### src/rtl/ddr_port_arbiter.sv
// Round-robin arbiter sharing one ddr_ctrl block port between two masters.
// Command/data are registered per transfer; a watchdog flags a silent controller.
module ddr_port_arbiter #(
  parameter int ADDR_W  = 30,
  parameter int BLOCK_W = 256,
  parameter int TIMEOUT = 4096
) (
  input  logic               clk,
  input  logic               rst,
  input  logic               m0_en,
  input  logic               m0_write,
  input  logic [ADDR_W-1:0]  m0_addr,
  input  logic [BLOCK_W-1:0] m0_wdata,
  output logic               m0_rdy,
  output logic [BLOCK_W-1:0] m0_rdata,
  input  logic               m1_en,
  input  logic               m1_write,
  input  logic [ADDR_W-1:0]  m1_addr,
  input  logic [BLOCK_W-1:0] m1_wdata,
  output logic               m1_rdy,
  output logic [BLOCK_W-1:0] m1_rdata,
  output logic               ram_en,
  output logic               ram_write,
  output logic [ADDR_W-1:0]  ram_addr,
  output logic [BLOCK_W-1:0] ram_wdata,
  input  logic               ram_rdy,
  input  logic [BLOCK_W-1:0] ram_rdata,
  output logic               grant_id,
  output logic               busy,
  output logic               timeout_err
);

  localparam int CW = (TIMEOUT > 0) ? $clog2(TIMEOUT + 1) : 1;
  localparam logic [CW-1:0] TMAX = CW'(TIMEOUT);
  localparam bit WD_EN = (TIMEOUT > 0);

  typedef enum logic [1:0] {
    IDLE,
    BUSY,
    DONE
  } state_e;

  state_e             st_q, st_d;
  logic               last_q, last_d;
  logic               gnt_q, gnt_d;
  logic               ren_q, ren_d;
  logic               rwr_q, rwr_d;
  logic [ADDR_W-1:0]  radr_q, radr_d;
  logic [BLOCK_W-1:0] rwd_q, rwd_d;
  logic               rdy0_q, rdy0_d;
  logic               rdy1_q, rdy1_d;
  logic [BLOCK_W-1:0] rd0_q, rd0_d;
  logic [BLOCK_W-1:0] rd1_q, rd1_d;
  logic               busy_q, busy_d;
  logic               err_q, err_d;
  logic [CW-1:0]      cnt_q, cnt_d;
  logic               pick1;

  // On a tie the port that did not win last time goes next
  assign pick1 = m1_en & (~m0_en | ~last_q);

  always_comb begin
    st_d   = st_q;
    last_d = last_q;
    gnt_d  = gnt_q;
    ren_d  = 1'b0;
    rwr_d  = rwr_q;
    radr_d = radr_q;
    rwd_d  = rwd_q;
    rdy0_d = 1'b0;
    rdy1_d = 1'b0;
    rd0_d  = rd0_q;
    rd1_d  = rd1_q;
    err_d  = err_q;
    cnt_d  = cnt_q;
    unique case (st_q)
      IDLE: begin
        if (m0_en | m1_en) begin
          st_d   = BUSY;
          ren_d  = 1'b1;
          gnt_d  = pick1;
          last_d = pick1;
          cnt_d  = '0;
          rwr_d  = pick1 ? m1_write : m0_write;
          radr_d = pick1 ? m1_addr : m0_addr;
          rwd_d  = pick1 ? m1_wdata : m0_wdata;
        end
      end
      BUSY: begin
        ren_d = 1'b1;
        if (ram_rdy) begin
          st_d  = DONE;
          ren_d = 1'b0;
          if (gnt_q) begin
            rdy1_d = 1'b1;
            if (!rwr_q) rd1_d = ram_rdata;
          end else begin
            rdy0_d = 1'b1;
            if (!rwr_q) rd0_d = ram_rdata;
          end
        end else if (WD_EN && cnt_q != TMAX) begin
          cnt_d = cnt_q + CW'(1);
          if (cnt_d == TMAX) err_d = 1'b1;
        end
      end
      DONE: st_d = IDLE;
      default: st_d = IDLE;
    endcase
    busy_d = (st_d != IDLE);
  end

  always_ff @(posedge clk or negedge rst) begin
    if (!rst) begin
      st_q   <= IDLE;
      last_q <= 1'b1;
      gnt_q  <= 1'b0;
      ren_q  <= 1'b0;
      rwr_q  <= 1'b0;
      radr_q <= '0;
      rwd_q  <= '0;
      rdy0_q <= 1'b0;
      rdy1_q <= 1'b0;
      rd0_q  <= '0;
      rd1_q  <= '0;
      busy_q <= 1'b0;
      err_q  <= 1'b0;
      cnt_q  <= '0;
    end else begin
      st_q   <= st_d;
      last_q <= last_d;
      gnt_q  <= gnt_d;
      ren_q  <= ren_d;
      rwr_q  <= rwr_d;
      radr_q <= radr_d;
      rwd_q  <= rwd_d;
      rdy0_q <= rdy0_d;
      rdy1_q <= rdy1_d;
      rd0_q  <= rd0_d;
      rd1_q  <= rd1_d;
      busy_q <= busy_d;
      err_q  <= err_d;
      cnt_q  <= cnt_d;
    end
  end

  assign m0_rdy      = rdy0_q;
  assign m1_rdy      = rdy1_q;
  assign m0_rdata    = rd0_q;
  assign m1_rdata    = rd1_q;
  assign ram_en      = ren_q;
  assign ram_write   = rwr_q;
  assign ram_addr    = radr_q;
  assign ram_wdata   = rwd_q;
  assign grant_id    = gnt_q;
  assign busy        = busy_q;
  assign timeout_err = err_q;

endmodule

### config.mk
export PLATFORM = sky130hd
export DESIGN_NAME = ddr_port_arbiter
export DESIGN_NICKNAME = d
export VERILOG_FILES = /design/src/rtl/ddr_port_arbiter.sv
export SDC_FILE = /design/constraint.sdc
export NUM_CORES = 1
export LEC_CHECK = 0
export ABC_AREA = 1
export CAP_MARGIN = 20
export CORE_AREA = 2 2 638 640
export CTS_CLUSTER_DIAMETER = 150
export DETAILED_ROUTE_END_ITERATION = 10
export DIE_AREA = 0 0 640 642
export SETUP_SLACK_MARGIN = 0.4
export SLEW_MARGIN = 20
export SYNTH_ARGS = -nofsm -noshare
export SYNTH_HDL_FRONTEND = slang
export SYNTH_SLANG_ARGS = --single-unit
### constraint.sdc
create_clock -name clk -period 1.9 [get_ports clk]
set_input_delay 0.19 -clock clk [delete_from_list [all_inputs] [get_ports clk]]
set_output_delay 0.19 -clock clk [all_outputs]
set_load 0.005 [all_outputs]
==> impl_metrics.env <==
export IMPL_status="complete, but fails checks"
export IMPL_violations="setup timing"
export IMPL_die_y_um=642
export IMPL_vias=39100
export IMPL_hold_path_class="in -> reg"
export IMPL_gp_congestion=0.980
export IMPL_nNetsFinal=7062
export IMPL_rrSetupSlack_ns=-0.05
export IMPL_grt_pass1_wl_um=402000
export IMPL_slowest_stage="dfrtp_1"
export IMPL_die_area_um2=411000
export IMPL_synth_top_area_share_pct=61.3
export IMPL_postLayoutCoreUtil_pct=17.7
export IMPL_worstHoldPathCells=3
export IMPL_whs_ns=0.0414
export IMPL_crit_chain="or2_4, nor2_4, inv_2, nor2_4, nand2_8, buf_12, buf_12, nand2_1, o21ai_1"
export IMPL_cts_sinks=821
export IMPL_rsz0062_at_grt="yes"
export IMPL_end_kind="register"
export IMPL_start_util_pct=8.28
export IMPL_ys_ff_latch=821
export IMPL_core_area_um2=404000
export IMPL_synth_compound_area_share_pct=17.5
export IMPL_die_w_um=640
export IMPL_synthMuxAreaShare_pct=0
export IMPL_wl_per_cell_um=28.0
export IMPL_synthTopCellsByArea="dfrtp_1 (61%), o21ai_0 (9.7%), nand2_1 (9.6%)"
export IMPL_yosysMostFrequentCell="nand2_1"
export IMPL_grt_max_degree=89
export IMPL_maxSlewViolCount=0
export IMPL_antenna_found_initial=220
export IMPL_synth_top_family_by_area="compound AO/OA/AOI/OAI gates"
export IMPL_yosys_most_used_dff="dfrtp_1"
export IMPL_path_class="reg -> reg"
export IMPL_clockRootBuffer="clkbuf_16"
export IMPL_drt_iter0_markers=3196
export IMPL_reg2reg_from="st_q[1]"
export IMPL_pwr_density_cell_nw_per_um2=1450
export IMPL_finalSetupViolCount=44
export IMPL_worst_r2r_path_depth=9
export IMPL_cp_top_family="simple AND/OR/NAND/NOR gates"
export IMPL_tns_ns=-1.02
export IMPL_rows=234
export IMPL_vdd_drop_max_v=0.000746
export IMPL_worstPathMaxFanout=52
export IMPL_grt_total_usage_pct=15.0
export IMPL_yosys_area_top_type="dfrtp_1"
export IMPL_finalPower_mw=104
export IMPL_timing_rr_end="m1_rdata[64]"
export IMPL_hold_start="m0_wdata[204]"
export IMPL_drt_total_wl_um=332000
export IMPL_hold_viol_final=0
export IMPL_required_ns=2.56
export IMPL_async_flop_share_pct=100
export IMPL_firstDrtPassIters=7
export IMPL_synth_area_um2=33500
export IMPL_grt_pass1_vias=38300
export IMPL_relSlewSlack_pct=58.1
export IMPL_p_leak_nw=31.7
export IMPL_tightestPinTransition_ns=0.629
export IMPL_place_hpwl_um=272000
export IMPL_critPathBufInv=3
export IMPL_clock_latency_ns=0.87
export IMPL_fmax_ghz=0.512
export IMPL_antenna_left=0
export IMPL_synth_cells=3643
export IMPL_hold_path_end="ram_wdata[204]"
export IMPL_worst_slack_ns=-0.0529
export IMPL_cts_tree="yes"
export IMPL_numCtsBuffers=107
export IMPL_vias_per_cell=3.30
export IMPL_drv_cap=0
export IMPL_synthSimpleGateAreaFrac_pct=13.5
export IMPL_period_share_pct=103
export IMPL_cts_buffer_depth=4
export IMPL_grt_overflow=0
export IMPL_portBuffers=1639
export IMPL_placedCellCount=10700
export IMPL_drc_errors=0
export IMPL_syn_to_final_growth_pct=113
export IMPL_synthDistinctLibCells=26
export IMPL_max_stage_delay_ns=0.37
export IMPL_synthAdderAreaFrac_pct=0.0748
export IMPL_drive_gt1_share_pct=17.5
export IMPL_ys_warn_count=0
export IMPL_layout_min_cycle_time_ns=1.95
export IMPL_synth_xor_area_share_pct=0.0262
export IMPL_synth_common_cells="nand2_1 (857), dfrtp_1 (820), o21ai_0 (646)"
export IMPL_syn_avg_cell_area_um2=9.19
export IMPL_ioPinCount=1640
export IMPL_n_fill_cell=45000
export IMPL_ys_seq_area_share_pct=61.4
export IMPL_skew_ns=0.0678
export IMPL_cts_htree_levels=3
export IMPL_synth_edf_count=0
export IMPL_startpoint_type="register"
export IMPL_fin_cells=11900
export IMPL_synth_nets=4480
export IMPL_clk_pin_slew_worst_paths_ns=0.06
export IMPL_cp_arrival_ns=2.61
## layer usage
metal | part of all wire, % | global-route usage, % | routed length, µm
met3 | 11 | 6.44 | 35900
met2 | 49 | 26.5 | 163000
met5 | 0.23 | 0 | 747
met4 | 5.8 | 6.97 | 19200
met1 | 34 | 15.1 | 113000
## cell type report
cell class / count / area [µm²] / area share [%]
antenna: 130 / 325 / 0.455
multi-input combinational: 2295 / 11100 / 15.6
sequential: 821 / 20600 / 28.8
timing repair buffer: 2711 / 27900 / 39.1
inverter: 287 / 1120 / 1.56
clock inverter: 41 / 487 / 0.681
clock buffer: 148 / 3030 / 4.24
timing repair inverter: 2 / 32.5 / 0.0455
tap: 5428 / 6790 / 9.50
## placed cells by master, fill, tap and decap left out, types with 10 or more instances in the layout
cell type / synthesis / layout
nor2_1: 304 / 264
clkinvlp_4: 0 / 10
o21ai_1: 376 / 448
nor2_2: 0 / 18
inv_1: 284 / 284
o21ai_2: 83 / 170
buf_2: 53 / 12
clkinv_2: 0 / 13
dlygate4sd2_1: 0 / 535
buf_4: 2 / 283
buf_12: 0 / 58
dfrtp_1: 820 / 784
diode_2: 0 / 130
clkdlybuf4s50_1: 0 / 833
nor2_4: 3 / 25
dfrtp_2: 0 / 36
nand3_1: 12 / 12
clkbuf_1: 122 / 21
clkbuf_8: 0 / 20
o21ai_0: 646 / 478
nand2_1: 857 / 849
buf_16: 0 / 27
buf_8: 0 / 25
clkbuf_16: 0 / 162
dlygate4sd3_1: 0 / 686
buf_6: 62 / 195
## worst reg2reg max path, stage by stage (launching register included)
cell,delay (ns)
dfrtp_1,0.37
or2_4,0.26
nor2_4,0.11
inv_2,0.07
nor2_4,0.15
nand2_8,0.12
buf_12,0.22
buf_12,0.29
nand2_1,0.12
o21ai_1,0.07
## where the power goes
group | internal, mW | total [mW] | switching [mW]
sequential | 25.6 | 31.8 | 6.16
combinational | 22.4 | 51.0 | 28.6
clock | 12.1 | 20.9 | 8.78
## registers in the layout (all words and copies together), names as in the netlist, 2 cells and up
signal / count
m1_rdata: 256
cnt_q: 13
ram_wdata: 256
ram_addr: 30
m0_rdata: 256
st_q: 2
## stage by stage
| stage | worst slack [ns] | cell area (µm²) |
|---|---|---|
| after CTS | -0.0298 | 68200 |
| after detailed placement | -0.639 | 57200 |
| after global routing | -0.138 | 71400 |
| after global placement | -0.647 | 57200 |
| after floorplan | 0.393 | 33500 |
| final | -0.0529 | 71500 |
## cell families (layout without fill, tap and decap cells)
group,count (synthesis),count (layout)
fa+ha+maj,2,2
compound gates,1107,1107
flops,821,821
xor+xnor,1,1
other cells,0,130
simple gates,1185,1185
buf+inv,527,3189
## worst max path at each step
stage | startpoint | to | slack, ns | cells after the start
2_1_floorplan | last_q | ram_wdata[100] | 0.39 | 6
3_3_place_gp | m0_en | ram_wdata[84] | -0.65 | 8
3_5_place_dp | m0_en | ram_wdata[84] | -0.64 | 8
4_1_cts | st_q[1] | m0_rdata[60] | -0.03 | 9
5_1_grt | st_q[1] | m1_rdata[64] | -0.14 | 9
6_report | st_q[1] | m1_rdata[64] | -0.05 | 9
## what timing repair did
action / 4_1_cts / 5_1_grt
resized for setup: 1872 / 408
buffers inserted: 83 / 47
endpoints found under the setup margin: 1622 / 1622
hold buffers: 686 / 0
pin swaps: 12 / 61
hold endpoints to repair: 1529 / 0
cloned: 9 / 64
Power figures use the tool's default switching activity.
